==> src/rtl/decoder2x4_pulse_pkg.sv <==
`default_nettype none
// ============================================================================
// Module : decoder_pkg
// Desc   : Shared types and widths for the 2-to-4 pulse decoder.
// Rev    : 1.0
// ============================================================================
package decoder_pkg;

  localparam int CODE_W   = 2;
  localparam int ONEHOT_W = 4;

  typedef enum logic [1:0] {
    IDLE  = 2'd0,
    DRIVE = 2'd1,
    GAP   = 2'd2
  } dec_state_t;

endpackage
`default_nettype wire

==> src/rtl/decoder2x4_pulse_if.sv <==
`default_nettype none
// ============================================================================
// Module : decoder2x4_pulse_if
// Desc   : Code input handshake and decoded output bundle.
// Rev    : 1.0
// ============================================================================
interface decoder2x4_pulse_if #(
  parameter int HOLD_W = 4,
  parameter int DEPTH  = 4
);
  import decoder_pkg::*;

  logic [CODE_W-1:0]        in;
  logic                     in_valid;
  logic                     in_ready;
  logic [HOLD_W-1:0]        hold;
  logic [ONEHOT_W-1:0]      result;
  logic                     out_active;
  logic [$clog2(DEPTH):0]   level;

  modport master (
    output in, in_valid, hold,
    input  in_ready, result, out_active, level
  );

  modport slave (
    input  in, in_valid, hold,
    output in_ready, result, out_active, level
  );

endinterface
`default_nettype wire

==> src/rtl/decoder2x4_pulse_fifo.sv <==
`default_nettype none
// ============================================================================
// Module : sync_fifo
// Desc   : Single-clock FIFO with occupancy count; head is visible on rdata_o.
// Rev    : 1.0
// ============================================================================
module sync_fifo #(
  parameter int WIDTH = 2,
  parameter int DEPTH = 4,
  localparam int PTR_W = $clog2(DEPTH),
  localparam int LVL_W = PTR_W + 1
) (
  input  logic             clk,
  input  logic             rst,
  input  logic             push_i,
  input  logic             pop_i,
  input  logic [WIDTH-1:0] wdata_i,
  output logic [WIDTH-1:0] rdata_o,
  output logic             full_o,
  output logic             empty_o,
  output logic [LVL_W-1:0] level_o
);

  logic [WIDTH-1:0] mem_q [DEPTH];
  logic [PTR_W-1:0] wptr_q;
  logic [PTR_W-1:0] rptr_q;
  logic [LVL_W-1:0] level_q;
  logic             w_do_push;
  logic             w_do_pop;

  assign full_o    = (level_q == LVL_W'(DEPTH));
  assign empty_o   = (level_q == '0);
  assign w_do_push = push_i && !full_o;
  assign w_do_pop  = pop_i && !empty_o;
  assign rdata_o   = mem_q[rptr_q];
  assign level_o   = level_q;

  always_ff @(posedge clk) begin
    if (!rst && w_do_push) begin
      mem_q[wptr_q] <= wdata_i;
    end
  end

  always_ff @(posedge clk) begin
    if (rst) begin
      wptr_q  <= '0;
      rptr_q  <= '0;
      level_q <= '0;
    end else begin
      if (w_do_push) wptr_q <= wptr_q + PTR_W'(1);
      if (w_do_pop)  rptr_q <= rptr_q + PTR_W'(1);
      case ({w_do_push, w_do_pop})
        2'b10:   level_q <= level_q + LVL_W'(1);
        2'b01:   level_q <= level_q - LVL_W'(1);
        default: level_q <= level_q;
      endcase
    end
  end

endmodule
`default_nettype wire

==> src/rtl/decoder2x4_pulse.sv <==
`default_nettype none
// ============================================================================
// Module : decoder2x4_pulse
// Desc   : Buffered 2-to-4 decoder emitting hold+1 cycle one-hot pulses.
// Rev    : 1.0
// ============================================================================
module decoder2x4_pulse #(
  parameter int HOLD_W = 4,
  parameter int DEPTH  = 4
) (
  input  logic                 clk,
  input  logic                 rst,
  decoder2x4_pulse_if.slave    bus
);
  import decoder_pkg::*;

  localparam int LVL_W = $clog2(DEPTH) + 1;

  dec_state_t            state_q, state_d;
  logic [ONEHOT_W-1:0]   result_q, result_d;
  logic [HOLD_W-1:0]     cnt_q, cnt_d;
  logic                  active_q;
  logic                  w_full;
  logic                  w_empty;
  logic                  w_pop;
  logic [CODE_W-1:0]     w_head;
  logic [LVL_W-1:0]      w_level;

  sync_fifo #(
    .WIDTH (CODE_W),
    .DEPTH (DEPTH)
  ) u_fifo (
    .clk     (clk),
    .rst     (rst),
    .push_i  (bus.in_valid),
    .pop_i   (w_pop),
    .wdata_i (bus.in),
    .rdata_o (w_head),
    .full_o  (w_full),
    .empty_o (w_empty),
    .level_o (w_level)
  );

  assign bus.in_ready   = !w_full;
  assign bus.result     = result_q;
  assign bus.out_active = active_q;
  assign bus.level      = w_level;

  always_comb begin
    state_d  = state_q;
    result_d = result_q;
    cnt_d    = cnt_q;
    w_pop    = 1'b0;
    case (state_q)
      IDLE: begin
        result_d = '0;
        if (!w_empty) begin
          w_pop    = 1'b1;
          result_d = {{(ONEHOT_W-1){1'b0}}, 1'b1} << w_head;
          cnt_d    = bus.hold;
          state_d  = DRIVE;
        end
      end
      DRIVE: begin
        if (cnt_q == '0) begin
          result_d = '0;
          state_d  = GAP;
        end else begin
          cnt_d = cnt_q - HOLD_W'(1);
        end
      end
      GAP: begin
        result_d = '0;
        state_d  = IDLE;
      end
      default: begin
        result_d = '0;
        state_d  = IDLE;
      end
    endcase
  end

  always_ff @(posedge clk) begin
    if (rst) begin
      state_q  <= IDLE;
      result_q <= '0;
      cnt_q    <= '0;
      active_q <= 1'b0;
    end else begin
      state_q  <= state_d;
      result_q <= result_d;
      cnt_q    <= cnt_d;
      active_q <= (state_d == DRIVE);
    end
  end

endmodule
`default_nettype wire

==> src/flat_wrapper.sv <==
// flat-port wrapper written by rule: the top's interface ports become plain ports
module decoder2x4_pulse_flat import decoder_pkg::*;
#(
  parameter int HOLD_W = 4,
  parameter int DEPTH  = 4
)
  (clk, rst, bus_in, bus_in_valid, bus_hold, bus_in_ready, bus_result, bus_out_active, bus_level);
  decoder2x4_pulse_if #(.HOLD_W(HOLD_W), .DEPTH(DEPTH)) bus_i ();
  input  logic clk;
  input  logic rst;
  input wire logic [$bits(bus_i.in)-1:0] bus_in;
  input wire logic [$bits(bus_i.in_valid)-1:0] bus_in_valid;
  input wire logic [$bits(bus_i.hold)-1:0] bus_hold;
  output wire logic [$bits(bus_i.in_ready)-1:0] bus_in_ready;
  output wire logic [$bits(bus_i.result)-1:0] bus_result;
  output wire logic [$bits(bus_i.out_active)-1:0] bus_out_active;
  output wire logic [$bits(bus_i.level)-1:0] bus_level;
  assign bus_i.in = bus_in;
  assign bus_i.in_valid = bus_in_valid;
  assign bus_i.hold = bus_hold;
  assign bus_in_ready = bus_i.in_ready;
  assign bus_result = bus_i.result;
  assign bus_out_active = bus_i.out_active;
  assign bus_level = bus_i.level;
  decoder2x4_pulse #(.HOLD_W(HOLD_W), .DEPTH(DEPTH)) u_core (.clk(clk), .rst(rst), .bus(bus_i));
endmodule
==> config.mk <==
export PLATFORM = sky130hd
export DESIGN_NAME = decoder2x4_pulse_flat
export DESIGN_NICKNAME = d
export VERILOG_FILES = /design/src/rtl/decoder2x4_pulse_pkg.sv /design/src/rtl/decoder2x4_pulse_if.sv /design/src/rtl/decoder2x4_pulse_fifo.sv /design/src/rtl/decoder2x4_pulse.sv /design/src/flat_wrapper.sv
export SDC_FILE = /design/constraint.sdc
export NUM_CORES = 1
export LEC_CHECK = 0
export CORE_ASPECT_RATIO = 1.1
export CORE_UTILIZATION = 53
export DETAILED_ROUTE_END_ITERATION = 6
export PLACE_DENSITY_LB_ADDON = 0.12
export SYNTH_ARGS = -nofsm -noshare
export SYNTH_HDL_FRONTEND = slang
export SYNTH_SLANG_ARGS = --single-unit
==> constraint.sdc <==
create_clock -name clk -period 2.45 [get_ports clk]
set_input_delay 0.3675 -clock clk [delete_from_list [all_inputs] [get_ports clk]]
set_output_delay 0.3675 -clock clk [all_outputs]
set_load 0.005 [all_outputs]
==> run metrics <==
n_diodes=0; Setup Total Neg Slack=0 ns; CTS Hold Buffers Added=0; Die Footprint=0.00265 mm²; pwr/cell area=1200 mW/mm²; syn nets=132; maximum VDD drop=between 0.8 and 0.9 mV; Inserted Clock Buffers=3; Bufs and invs on worst path=1; layout cell share with drive strength beyond 1=0.162; nets@finish=153; Vias/cell=5.36; initial antenna violation count=0; largest net degree at the start of global routing=17; die width=49.2 µm; initial DRC count=4; Worst path max stage delay=0.43 ns; CP Max Fanout=5; worst-margin pin slew=0.445 ns; Final setup viols=0; largest delay contributor family on the critical path=simple AND/OR/NAND/NOR gates; synth warn=0; critical path cell sequence=or3b_1 > nand2_2 > ha_1 > inv_1 > fa_1 > xor2_1 > or3_1 > a21oi_1; min cycle time layout=2.24 ns; Crit-path slowest cell=or3b_1; gr usage total=0.179; global-route wire length before repair=3440 µm; Tcrit/Tclk final=0.915; WP data required=2.72 ns; outcome=complete, no violations; Buffers on Ports=17; # IOs=18; dpl hpwl=1680 µm; Residual DRC=0; slew margin rel.=0.702; #FFs+latches synth=28; CTS resizes=0; Die Height=between 50 and 60 µm; Fin. Hold Viols=0; Min-Delay Path Class=reg2reg; Clock transition at path regs=0.14 ns; core area=0.00227 mm²; syn_area_per_cell=11.2 µm²; Setup Fix Bufs, Post-CTS=0; clk_lat worst skew=roughly 0.33 ns; Clock Sinks=28; Final Skew=0.00623 ns; worst slack at placement=about 0.22 ns; Highest Clock Rate=446 MHz; FP Rows=18; post-synth cell types=36; Mapped Cells=116; DRT antenna net count=0; Routed WL=2200 µm; H-Tree Depth=1; routability cong.=0.798; Worst Path Class, Setup=reg2reg; Startpoint Class=register; DR vias=890; Routed wire per std cell=13.3 µm; CTS tree=yes; Crit. End Element=register; Post-Layout Cell Count=166; Pre-Repair DR Iteration Count=4; placed instance count=162; number of max-cap violations=0; Worst EP arrival=roughly 2.5 ns; final hold slack=0.476 ns; Starting Density=0.571; area delta synth->final=20.1%; Static Leakage=0.572 nW; clock root buffer=clkbuf_4; Final Max Tran Viols=0; clk buf depth=2; RSZ-0062 raised after global routing=false; vias in the first global route=794; register area share after synthesis=0.493; synthesized area=approximately 0.0013 mm²; setup ws final=0.208 ns; final global-route overflow total=0
[flip-flops by register name (all words and copies together) (netlist names), named ones only]
signal,cells
u_core.bus.out_active,1
u_core.bus.result,4
u_core.cnt_q,4
u_core.state_q,2
u_core.u_fifo.level_o,3
u_core.u_fifo.mem_q,8
u_core.u_fifo.rptr_q,2
u_core.u_fifo.wptr_q,2
[worst min-delay path, stage by stage, from the launching register on]
cell and delay, ns:
dfxtp_1 0.35, nand2_1 0.06, o41ai_2 0.04
[cell usage after synthesis]
cell type / n / area [µm²]
nand2_1: 4 / 15.0
o41ai_2: 1 / 16.3
nor2_1: 12 / 45.0
inv_1: 8 / 30.0
and2_1: 6 / 37.5
nor3_1: 5 / 25.0
fa_1: 1 / 20.0
a21oi_2: 3 / 26.3
nand2b_4: 1 / 13.8
xnor2_1: 1 / 8.76
mux4_2: 2 / 45.0
buf_2: 2 / 10.0
nand3_1: 2 / 10.0
a211oi_2: 1 / 12.5
or3_1: 1 / 6.26
nor3b_1: 3 / 22.5
nor3_2: 1 / 10.0
or3b_1: 1 / 8.76
o2bb2ai_2: 1 / 15.0
edfxtp_1: 8 / 240
nand2b_1: 1 / 6.26
or3_4: 1 / 11.3
nand2_2: 1 / 6.26
o21ai_0: 1 / 5.00
a32o_1: 1 / 10.0
nand2_4: 1 / 11.3
nor3b_2: 1 / 12.5
a21oi_1: 5 / 25.0
dfxtp_1: 20 / 400
xor2_1: 4 / 35.0
a2bb2oi_4: 1 / 26.3
buf_1: 1 / 3.75
a22o_1: 3 / 26.3
ha_1: 6 / 75.1
nor2_2: 1 / 6.26
o21ai_1: 4 / 20.0
[cell families (layout without fill, tap and decap cells)]
kind of cell             after synthesis  after routing  synth area share
AO/OA/AOI/OAI                         21             21             0.141
adder cells (fa/ha/maj)                7              7            0.0732
XOR/XNOR                               5              5            0.0337
multiplexers                           2              2            0.0347
buffers and inverters                 11             31            0.0337
AND/OR/NAND/NOR                       42             42             0.191
flip-flops                            28             28             0.493
[final timing paths]
check	from	end	slack [ns]	cells after the start
worst min register to register	u_core.bus.result[0]	u_core.bus.result[0]	0.48	2
worst min-delay path	u_core.bus.result[0]	u_core.bus.result[0]	0.48	2
worst max register to register	u_core.u_fifo.level_o[2]	u_core.u_fifo.level_o[2]	0.21	8
worst max-delay path	u_core.u_fifo.level_o[2]	u_core.u_fifo.level_o[2]	0.21	8
[metal layers]
layer / wire, µm / GRT usage / share of wire
met5: 0 / 0 / 0
met4: 12 / 0.0882 / 0.0054
met3: 85 / 0.0339 / 0.039
met2: 1190 / 0.345 / 0.54
met1: 918 / 0.189 / 0.42
[layout make-up]
class | count | area, µm²
multi-input combinational | 77 | 614
inverter | 8 | 30.0
tap | 30 | 37.5
sequential | 28 | 641
clock buffer | 3 | 22.5
fill | 178 | 714
clock inverter | 1 | 30.0
timing repair buffer | 19 | 185
[where the power goes]
group | internal, mW | switching [mW]
clock network | 0.166 | 0.133
registers | 0.589 | 0.0930
logic | 0.434 | 0.457
[cells in the final DEF, fill, tap and decap left out, drive strengths merged, types with 2 or more instances in the layout]
cell type       n
dfxtp          20
clkdlybuf4s50  17
nor2           13
inv             8
edfxtp          8
a21oi           8
and2            6
ha              6
nor3            6
nand2           6
o21ai           5
xor2            4
nor3b           4
a22o            3
clkbuf          3
mux4            2
nand3           2
buf             2
or3             2
nand2b          2
[metrics by stage]
| stage | instance area (µm²) | total power [mW] | util |
|---|---|---|---|
| 6_report | 1560 | 1.87 | 0.686 |
| 3_3_place_gp | 1510 | 1.55 | 0.663 |
| 3_5_place_dp | 1510 | 1.59 | 0.663 |
| 4_1_cts | 1560 | 1.90 | 0.686 |
| 2_1_floorplan | 1300 | 1.35 | - |
| 5_1_grt | 1560 | 2.01 | 0.686 |
(Power assumes the default switching activity.)
